$ cat src/rtl/booth_pkg.sv
// Shared definitions for the Booth recoding controller: FSM states and
// digit-count helpers used by the controller, the datapath and benches.
package booth_pkg;

    typedef enum logic [1:0] {
        IDLE,
        LOAD,
        ANSWER,
        DONE
    } state_t;

    // Unsigned operands need one extra zero-extension bit before recoding.
    function automatic int nd_u(input int y_width, input int radix_log2);
        return (y_width + radix_log2) / radix_log2;
    endfunction

    function automatic int nd_s(input int y_width, input int radix_log2);
        return (y_width + radix_log2 - 1) / radix_log2;
    endfunction

    function automatic int idx_w(input int y_width, input int radix_log2);
        int w;
        w = $clog2(nd_u(y_width, radix_log2));
        return (w < 1) ? 1 : w;
    endfunction

endpackage

$ cat src/rtl/booth_seq_ctrl.sv
// Sequencing FSM for a Booth multiplier recoder: loads the operand, walks
// through the recoded digits with downstream back-pressure, then pulses done.
module booth_seq_ctrl
    import booth_pkg::*;
#(
    parameter int Y_WIDTH    = 8,
    parameter int RADIX_LOG2 = 2,
    localparam int IDX_W     = idx_w(Y_WIDTH, RADIX_LOG2)
) (
    input  logic             clk,
    input  logic             rst,
    input  logic             start,
    input  logic             is_unsigned,
    input  logic             abort,
    input  logic             out_ready,
    output logic             busy,
    output logic             load,
    output logic             digit_valid,
    output logic [IDX_W-1:0] digit_idx,
    output logic             last_digit,
    output logic             shift_en,
    output logic             done
);

    localparam int ND_U = nd_u(Y_WIDTH, RADIX_LOG2);
    localparam int ND_S = nd_s(Y_WIDTH, RADIX_LOG2);
    localparam logic [IDX_W-1:0] LAST_U = IDX_W'(ND_U - 1);
    localparam logic [IDX_W-1:0] LAST_S = IDX_W'(ND_S - 1);

    if (RADIX_LOG2 != 1 && RADIX_LOG2 != 2) begin : g_bad_radix
        $error("booth_seq_ctrl: RADIX_LOG2 must be 1 or 2");
    end
    if (Y_WIDTH < 2 || Y_WIDTH > 64) begin : g_bad_width
        $error("booth_seq_ctrl: Y_WIDTH must be in 2..64");
    end

    state_t           state, state_nx;
    logic [IDX_W-1:0] idx_nx;
    logic             mode, mode_nx;
    logic [IDX_W-1:0] last_idx;

    always_ff @(posedge clk) begin
        if (!rst) begin
            state     <= IDLE;
            digit_idx <= '0;
            mode      <= 1'b0;
        end else begin
            state     <= state_nx;
            digit_idx <= idx_nx;
            mode      <= mode_nx;
        end
    end

    always_comb begin
        state_nx    = state;
        idx_nx      = digit_idx;
        mode_nx     = mode;
        busy        = (state != IDLE);
        load        = 1'b0;
        digit_valid = 1'b0;
        last_digit  = 1'b0;
        shift_en    = 1'b0;
        done        = 1'b0;
        last_idx    = mode ? LAST_U : LAST_S;

        case (state)
            IDLE: begin
                if (start && !abort) begin
                    state_nx = LOAD;
                    mode_nx  = is_unsigned;
                    idx_nx   = '0;
                end
            end
            LOAD: begin
                load     = !abort;
                state_nx = ANSWER;
            end
            ANSWER: begin
                digit_valid = 1'b1;
                last_digit  = (digit_idx == last_idx);
                if (out_ready) begin
                    if (digit_idx != last_idx) begin
                        idx_nx   = digit_idx + 1'b1;
                        shift_en = !abort;
                    end else begin
                        state_nx = DONE;
                    end
                end
            end
            DONE: begin
                done     = 1'b1;
                state_nx = IDLE;
                idx_nx   = '0;
            end
            default: state_nx = IDLE;
        endcase

        // Abort overrides every transition decided above.
        if (abort && state != IDLE) begin
            state_nx = IDLE;
            idx_nx   = '0;
        end
    end

endmodule
$ cat config.mk
export PLATFORM = sky130hd
export DESIGN_NAME = booth_seq_ctrl
export DESIGN_NICKNAME = d
export VERILOG_FILES = /design/src/rtl/booth_pkg.sv /design/src/rtl/booth_seq_ctrl.sv
export SDC_FILE = /design/constraint.sdc
export NUM_CORES = 1
export LEC_CHECK = 0
export CORE_AREA = 2 2 39 41
export CTS_BUF_LIST = sky130_fd_sc_hd__clkbuf_4 sky130_fd_sc_hd__clkbuf_8
export CTS_CLUSTER_SIZE = 16
export DETAILED_ROUTE_END_ITERATION = 12
export DIE_AREA = 0 0 41 43
export DONT_BUFFER_PORTS = 1
export PLACE_DENSITY = 0.56
export SLEW_MARGIN = 20
export SYNTH_ARGS = -nofsm -noshare
export SYNTH_HDL_FRONTEND = slang
export SYNTH_SLANG_ARGS = --single-unit
$ cat constraint.sdc
create_clock -name clk -period 3.5 [get_ports clk]
set_input_delay 1.05 -clock clk [delete_from_list [all_inputs] [get_ports clk]]
set_output_delay 1.05 -clock clk [all_outputs]
set_load 0.01 [all_outputs]
* Yosys cells after proc, flatten, opt, wreduce, memory -nomap -nowiden
Cells that the tools add are included.
** Operators by class
- $add $sub $neg :: 1
- Eq/ne operators :: 9
- Mux-type cells :: 16
- Bitwise operators :: 1
- Reductions and logical operators :: 10
** Operators with widths (count)
- two-way mux 3 bit :: 4
- case mux 3 bit (3 select lines) :: 1
- != test 2 bit (second input constant) :: 4
- case mux 2 bit (4 select lines) :: 1
- two-way mux 1 bit :: 7
- two-way mux 2 bit :: 3
- equality test 2 bit (second input constant) :: 2
- AND reduction 4 bit :: 1
- adder 3 x 1 -> 3 bit (second input constant) :: 1
- equality test 3 bit :: 1
- != test 3 bit :: 1
- AND reduction 3 bit :: 1
- nonzero test 3 bit :: 1
- equality test 2 x 1 -> 1 bit (second input constant) :: 1
- logical AND 1 bit :: 2
- zero test 2 bit :: 1
- AND reduction 2 bit :: 1
- nonzero test 2 bit :: 1
- OR reduction 2 bit :: 1
- zero test 1 bit :: 1
- inverter 1 bit :: 1
** Word-level totals
- Flip-flop bits (word level) :: 6
- Input port bits :: 6
- Output and inout bits :: 9
- Word-level logic and storage cells :: 40

* Longest topological paths before layout
Gate-level depths: netlist of run 1.
- Depth in word-level cells :: 5
- Mapped depth :: 6
- Gate-level depth less buffers :: 6

* Least setup slack after synthesis of run 1
No wires, ideal clock.
- Kind :: input -> output
- Start point :: input abort
- End point :: output shift_en
- Arrival time :: 1.359 ns
- Required time :: 2.450 ns
- Path slack :: 1.091 ns
- Stages on the path :: 1
- Path buffers :: 0
- Cells stage by stage :: nor3b_1
** Between the ends
- Longest elaborated chain between the ends :: 4
** Ends and longest elaborated chain
- start: declaration :: RTL line booth_seq_ctrl.sv:14 : input logic abort,
- zero test 1 bit :: RTL line booth_seq_ctrl.sv:84 : shift_en = !abort;
- two-way mux 1 bit :: RTL line booth_seq_ctrl.sv:82 : if (digit_idx != last_idx) begin
- two-way mux 1 bit :: RTL line booth_seq_ctrl.sv:81 : if (out_ready) begin
- two-way mux 1 bit :: RTL line booth_seq_ctrl.sv:66 : case (state)
- end: declaration :: RTL line booth_seq_ctrl.sv:21 : output logic shift_en,
No other way between the ends.

* Final worst setup path of run 1
- Start point :: register state[0]
- End point :: output shift_en
** Between the ends
- Longest elaborated chain between the ends :: 2
** Ends and longest elaborated chain
- start: declaration :: RTL line booth_seq_ctrl.sv:37 : state_t state, state_nx;
- start signal: assignment :: RTL line booth_seq_ctrl.sv:48 : state <= state_nx;
- equality test 2 bit :: RTL line booth_seq_ctrl.sv:66
- two-way mux 1 bit :: RTL line booth_seq_ctrl.sv:66
No other way between the ends.

==> impl_results.md, run 1 <==
- Status: finished, final reports clean
- Worst Hold Depth: 2
- Slew HR: 0.6790
- Reg2Reg Launch Point: state[0]
- Leakage: 0.1724 nW
- Synth top area cells: dfxtp_1 29%, ha_1 15%, or4bb_1 5.5%
- Slew @ Worst Pin: 0.4764 ns
- GPL Wtd Cong: 0.7072
- CP Cell Sequence: inv_1 > ha_1 > nand3_1 > nor3b_1
- Min-delay worst type: flip-flop to flip-flop
- Full die area: 0.001763 mm2
- Share of post-route cells with drive strength above 1: 0.1224
- Max Clk Rate: 0.3751 GHz
- Post-Syn Area: 410.4 um2
- Final instance area: 452.9 um2
- Pre-CTS WS: 1.067 ns
- Starting Density: 0.2966
- CP arrival: 1.62 ns
- Gr ovfl total: 0
- Final Util: 0.3273
- Num Clock Sinks: 6
- Post-CTS Hold Buffers: 0
- R2R Setup Slk: 1.48 ns
- Number of vias per cell: 5.369
- Syn Inst Count: 46
- Final setup TNS: 0 ns
- DR DRC count: 0
- Worst path slowest cell: nor3b_1
- Final #Nets: 62
- Root buf cell: clkbuf_4
- Setup ws final: 0.8343 ns
- Synth Register Bits: 6
- Synth top area share: 0.2927
- Synth area leader: dfxtp_1
- Total number of vias: 349
- Detailed Route Iter0 Violations: 3
- Dpl cell area: 430.4 um2
- Placed cell count: 62
- Drt first pass iters: 4
- Synthesized area per cell: 8.922 um2
- Avg WL per Cell: 13.60 um
- Finished Layout Cells: 65
- Worst path max stage delay: 0.41 ns
- Syn-to-layout area delta: 10.37%
- Top post-synthesis cells by count: 6 x dfxtp_1, 5 x ha_1, 5 x inv_1
- Port bufs: 0
- Final Slew Violations: 0
- Final Cycle Share: 0.7616
- DP HPWL: 675.7 um
- Hold Crit Start: mode
- RSZ-0062 raised after global routing: no
- Core ar.: 0.001384 mm2
- CP Class: flip-flop to output pin
- First-pass GRT wire length: 1414 um
- Cell with the most instances after synthesis: dfxtp_1
- PostCTS Resize Cnt: 0
- H-tree Lvls: 1
- CP Capture Type: output pin
- Synth Warn #: 0
- Pin count of the biggest net entering global routing: 7
- FP Rows: 14
- Clock buffer depth: 2
- Sequential share of the synthesized area: 0.2927
- Total Wirelength: 884 um
- I/O pin count: 15
- Routed Antenna Nets: 0
- Fill count: 150
- Max-cap violations: 0
- CTS tree: done
- Final-report setup violation count: 0
- CP Data Required Time: 2.45 ns
- Async SR Flop Fraction: 0
- GRT Util Overall: 0.1224
- Clock insertion delay at the later pin of the skew report: 0.24 ns
- Antenna Cells: 0
- Max FO, Critical Path: 6
- Count of cell types in the netlist: 22
- Hold EP: mode
- Syn_nets: 57
- FF-to-FF End: digit_idx[2]
- R2R depth: 6
- Peak supply drop: 0.0002340 V
- CP startpoint: state[0]
- Die width: 41 um
- Most used flip-flop cell after synthesis: dfxtp_1
- Final Critical Period: 2.666 ns
- EDFF count, synth: 0
- Vias in the first global route: 333
- Worst Setup Start Kind: flip-flop
- Total CTS buffers: 3
- PD cells: 606.4 mW/mm2
- Antenna violations before repair: 0
- Final Hold Viols: 0
- Setup repair bufs after CTS: 0
- Clk pin slew, worst setup/hold paths: 0.05 ns
- Layout Skew: 0.001305 ns
- DIE HEIGHT: 43 um
[registers in the layout (all words and copies together), names as in the netlist]
name	cells
digit_idx	3
mode	1
state	2
[cell usage in the layout, fill, tap and decap left out, drive strengths merged, types with 3 or more instances in the layout]
cell type	count
nand3	3
inv	5
a21oi	3
ha	5
o21ai	3
clkbuf	3
dfxtp	6
[through the flow]
step | power, mW | hold WS [ns]
floorplan | 0.1847 | 0.4615
global placement | 0.2131 | 0.4933
detailed placement | 0.2091 | 0.4967
CTS | 0.2788 | 0.5033
global route | 0.3004 | 0.5530
finish | 0.2747 | 0.5022
[worst max-delay path by stage]
stage | to
global route | last_digit
detailed placement | shift_en
CTS | shift_en
floorplan | shift_en
finish | shift_en
global placement | shift_en
[routing by layer]
metal,track usage,share of wire,vias to the layer above
met5,0,0,-
met3,0.04188,0.086,2
met2,0.1375,0.38,13
met4,0.1000,0.016,0
met1,0.1763,0.52,155
li1,-,-,179
[area by class of cell]
type / instances / area (um2) / share of cell area
Multi-Input combinational cell: 35 / 271.5 / 0.5994
Inverter: 5 / 18.77 / 0.04144
Sequential cell: 6 / 120.1 / 0.2652
Clock buffer: 3 / 22.52 / 0.04972
Tap cell: 16 / 20.02 / 0.04420
[where the power goes]
| part | internal [mW] | switching [mW] |
|---|---|---|
| logic | 0.0425 | 0.0761 |
| registers | 0.0796 | 0.0106 |
| clock network | 0.0389 | 0.0271 |
[critical path: cells and delay by family, from the launching register on]
kind / cells / cell delay (ns)
flops: 1 / 0.33
buf+inv: 1 / 0.09
simple gates: 2 / 0.62
fa+ha+maj: 1 / 0.32
[cells by family after synthesis]
family                     synth area share
and+or+nand+nor                      0.2805
AOI/OAI and AO/OA                    0.2286
DFF                                  0.2927
buffers and inverters               0.04574
adders and majority gates            0.1524
(Power assumes the default switching activity.)
==> run 2: changes to the inputs <==
--- a/config.mk
+++ b/config.mk
@@ -11,7 +11,7 @@
 export DETAILED_ROUTE_END_ITERATION = 12
 export DIE_AREA = 0 0 41 43
 export DONT_BUFFER_PORTS = 1
-export PLACE_DENSITY = 0.56
+export PLACE_DENSITY = 0.58
 export SLEW_MARGIN = 20
 export SYNTH_ARGS = -nofsm -noshare
 export SYNTH_HDL_FRONTEND = slang
==> constraint.sdc (replaced) <==
create_clock -name clk -period 2.4 [get_ports clk]
set_input_delay 0.72 -clock clk [delete_from_list [all_inputs] [get_ports clk]]
set_output_delay 0.72 -clock clk [all_outputs]
set_load 0.01 [all_outputs]
==> run 2 against run 1 <==
  * First-iteration DRC count up 33%
  * Cell area grew 1.1%
  * Wire length increased by 2.8%
  * Die area stayed put
  * Final cell count unchanged
  * Largest cell class unchanged
==> impl_results.md, run 2 (synthesized netlist as in run 1, its figures left out) <==
- Gr ovfl total: 0 (unchanged)
- Buf/Inv on CP: 0 (-1)
- Number of vias per cell: 5.554 (+3.4%)
- Most common cell after layout, fill and taps aside: dfxtp_1
- Detailed Route Iter0 Violations: 4 (+1)
- Routed Antenna Nets: 0 (unchanged)
- Die width: 41 um (unchanged)
- Vias in the first global route: 309 (-7.2%)
- DIE HEIGHT: 43 um (unchanged)
- Final Cycle Share: 0.9683
- Clock buffer depth: 2 (unchanged)
- Reg with most FFs: digit_idx
- Root buf cell: clkbuf_4
- CP Cell Sequence: or4bb_1 > a21oi_1
- Max reg flops: 3 (unchanged)
- Clk pin slew, worst setup/hold paths: 0.04 ns (about the same)
- Final instance area: 457.9 um2 (+1.1%)
- Share of post-route cells with drive strength above 1: 0.1429 (+0.02041)
- GRT Util Overall: 0.1076 (-0.01472)
- Final setup TNS: 0 ns (unchanged)
- Placed cell count: 62 (unchanged)
- CP Class: flip-flop to output pin
- Syn-to-layout area delta: 11.59%
- Pin count of the biggest net entering global routing: 7 (unchanged)
- Final Slew Violations: 0 (unchanged)
- Full die area: 0.001763 mm2 (unchanged)
- Max Clk Rate: 0.4303 GHz
- Slew HR: 0.6718 (-0.007234)
- Final Util: 0.3309 (+0.003616)
- Drt first pass iters: 4 (unchanged)
- FP Rows: 14 (unchanged)
- Leakage: 0.1735 nW (+0.64%)
- GPL Wtd Cong: 0.7134 (+0.88%)
- Final Hold Viols: 0 (unchanged)
- Port bufs: 0 (unchanged)
- Total Power: 400.9 uW (+46%)
- Min-delay worst type: flip-flop to flip-flop
- CP arrival: 1.60 ns (-0.02 ns)
- Slew @ Worst Pin: 0.4872 ns (+0.01074 ns)
- CP Capture Type: output pin
- Top Registers: digit_idx x3, state x2, mode x1
- H-tree Lvls: 1 (unchanged)
- Antenna violations before repair: 0 (unchanged)
- Num Clock Sinks: 6 (unchanged)
- DP HPWL: 723.5 um (+7.1%)
- I/O pin count: 15 (unchanged)
- Final #Nets: 62 (unchanged)
- Layout Skew: 0.002487 ns (+0.001182 ns)
- Peak supply drop: 0.0003542 V (+51%)
- Max-cap violations: 0 (unchanged)
- First-pass GRT wire length: 1235 um (-13%)
- Status: finished, final reports clean
- CTS tree: done
- Antenna Cells: 0 (unchanged)
- Largest delay share family, worst path: simple AND/OR/NAND/NOR gates
- Avg WL per Cell: 13.98 um (+2.8%)
- DR DRC count: 0 (unchanged)
- Total Wirelength: 909 um (+2.8%)
- Clock insertion delay at the later pin of the skew report: 0.24 ns (about the same)
- Final Critical Period: 2.324 ns
- RSZ-0062 raised after global routing: no
- CP Data Required Time: 1.68 ns (-0.77 ns)
- Most frequent cells in the layout: 6 x dfxtp_1, 5 x inv_1, 5 x ha_1
- Starting Density: 0.2966 (unchanged)
- Total number of vias: 361 (+3.4%)
- Worst path max stage delay: 0.56 ns (+0.15 ns)
- Core ar.: 0.001384 mm2 (unchanged)
- PD cells: 875.5 mW/mm2 (+44%)
- Total CTS buffers: 3 (unchanged)
- Max FO, Critical Path: 6 (unchanged)
- Worst path slowest cell: or4bb_1
- Worst Setup Start Kind: flip-flop
- Final-report setup violation count: 0 (unchanged)
- Finished Layout Cells: 65 (unchanged)
- Dpl cell area: 430.4 um2 (unchanged)
-- run 2: metrics by stage --
step | hold slack (ns) | setup WS, ns
floorplan | 0.4615 | 0.4491
detailed placement | 0.5108 | 0.2815
global placement | 0.4917 | 0.2716
finish | 0.5145 | 0.07609
global route | 0.5518 | 0.01306
CTS | 0.5193 | 0.02344
-- run 2: tightest hold or removal path, stage by stage, from the launching register on --
cell,delay [ns]
dfxtp_1,0.31
o21ai_0,0.06
a21boi_0,0.08
-- run 2: final cells by class --
cell class	instances	area, um2
clock buffer	3	22.52
tap	16	20.02
fill	152	925.9
multi-input combinational	35	276.5
inverter	5	18.77
sequential	6	120.1
-- run 2: repair_timing --
action / in CTS / in global routing
hold buffers: 0 / 0
setup endpoints to repair: 0 / 1
resized for setup: 0 / 1
setup buffers: 0 / 0
-- run 2: path summary, 6_finish.rpt --
path	startpoint	endpoint	slack, ns	cells after the start
hold / removal	mode	mode	0.51	2
setup / recovery	digit_idx[0]	last_digit	0.08	2
hold reg to reg	mode	mode	0.51	2
setup reg to reg	state[0]	digit_idx[2]	0.39	6
-- run 2: where the power goes --
part | switching [mW] | internal, mW
Combinational | 0.115 | 0.0624
Clock | 0.0353 | 0.0565
Sequential | 0.0159 | 0.116
Total | 0.166 | 0.235
-- run 2: routing by layer --
layer  routed length, um  GRT usage  part of all wire
met1                 443     0.1424              0.49
met2                 401     0.1375              0.44
met3                  65    0.03665             0.072
met4                   0    0.08000                 0
met5                   0          0                 0
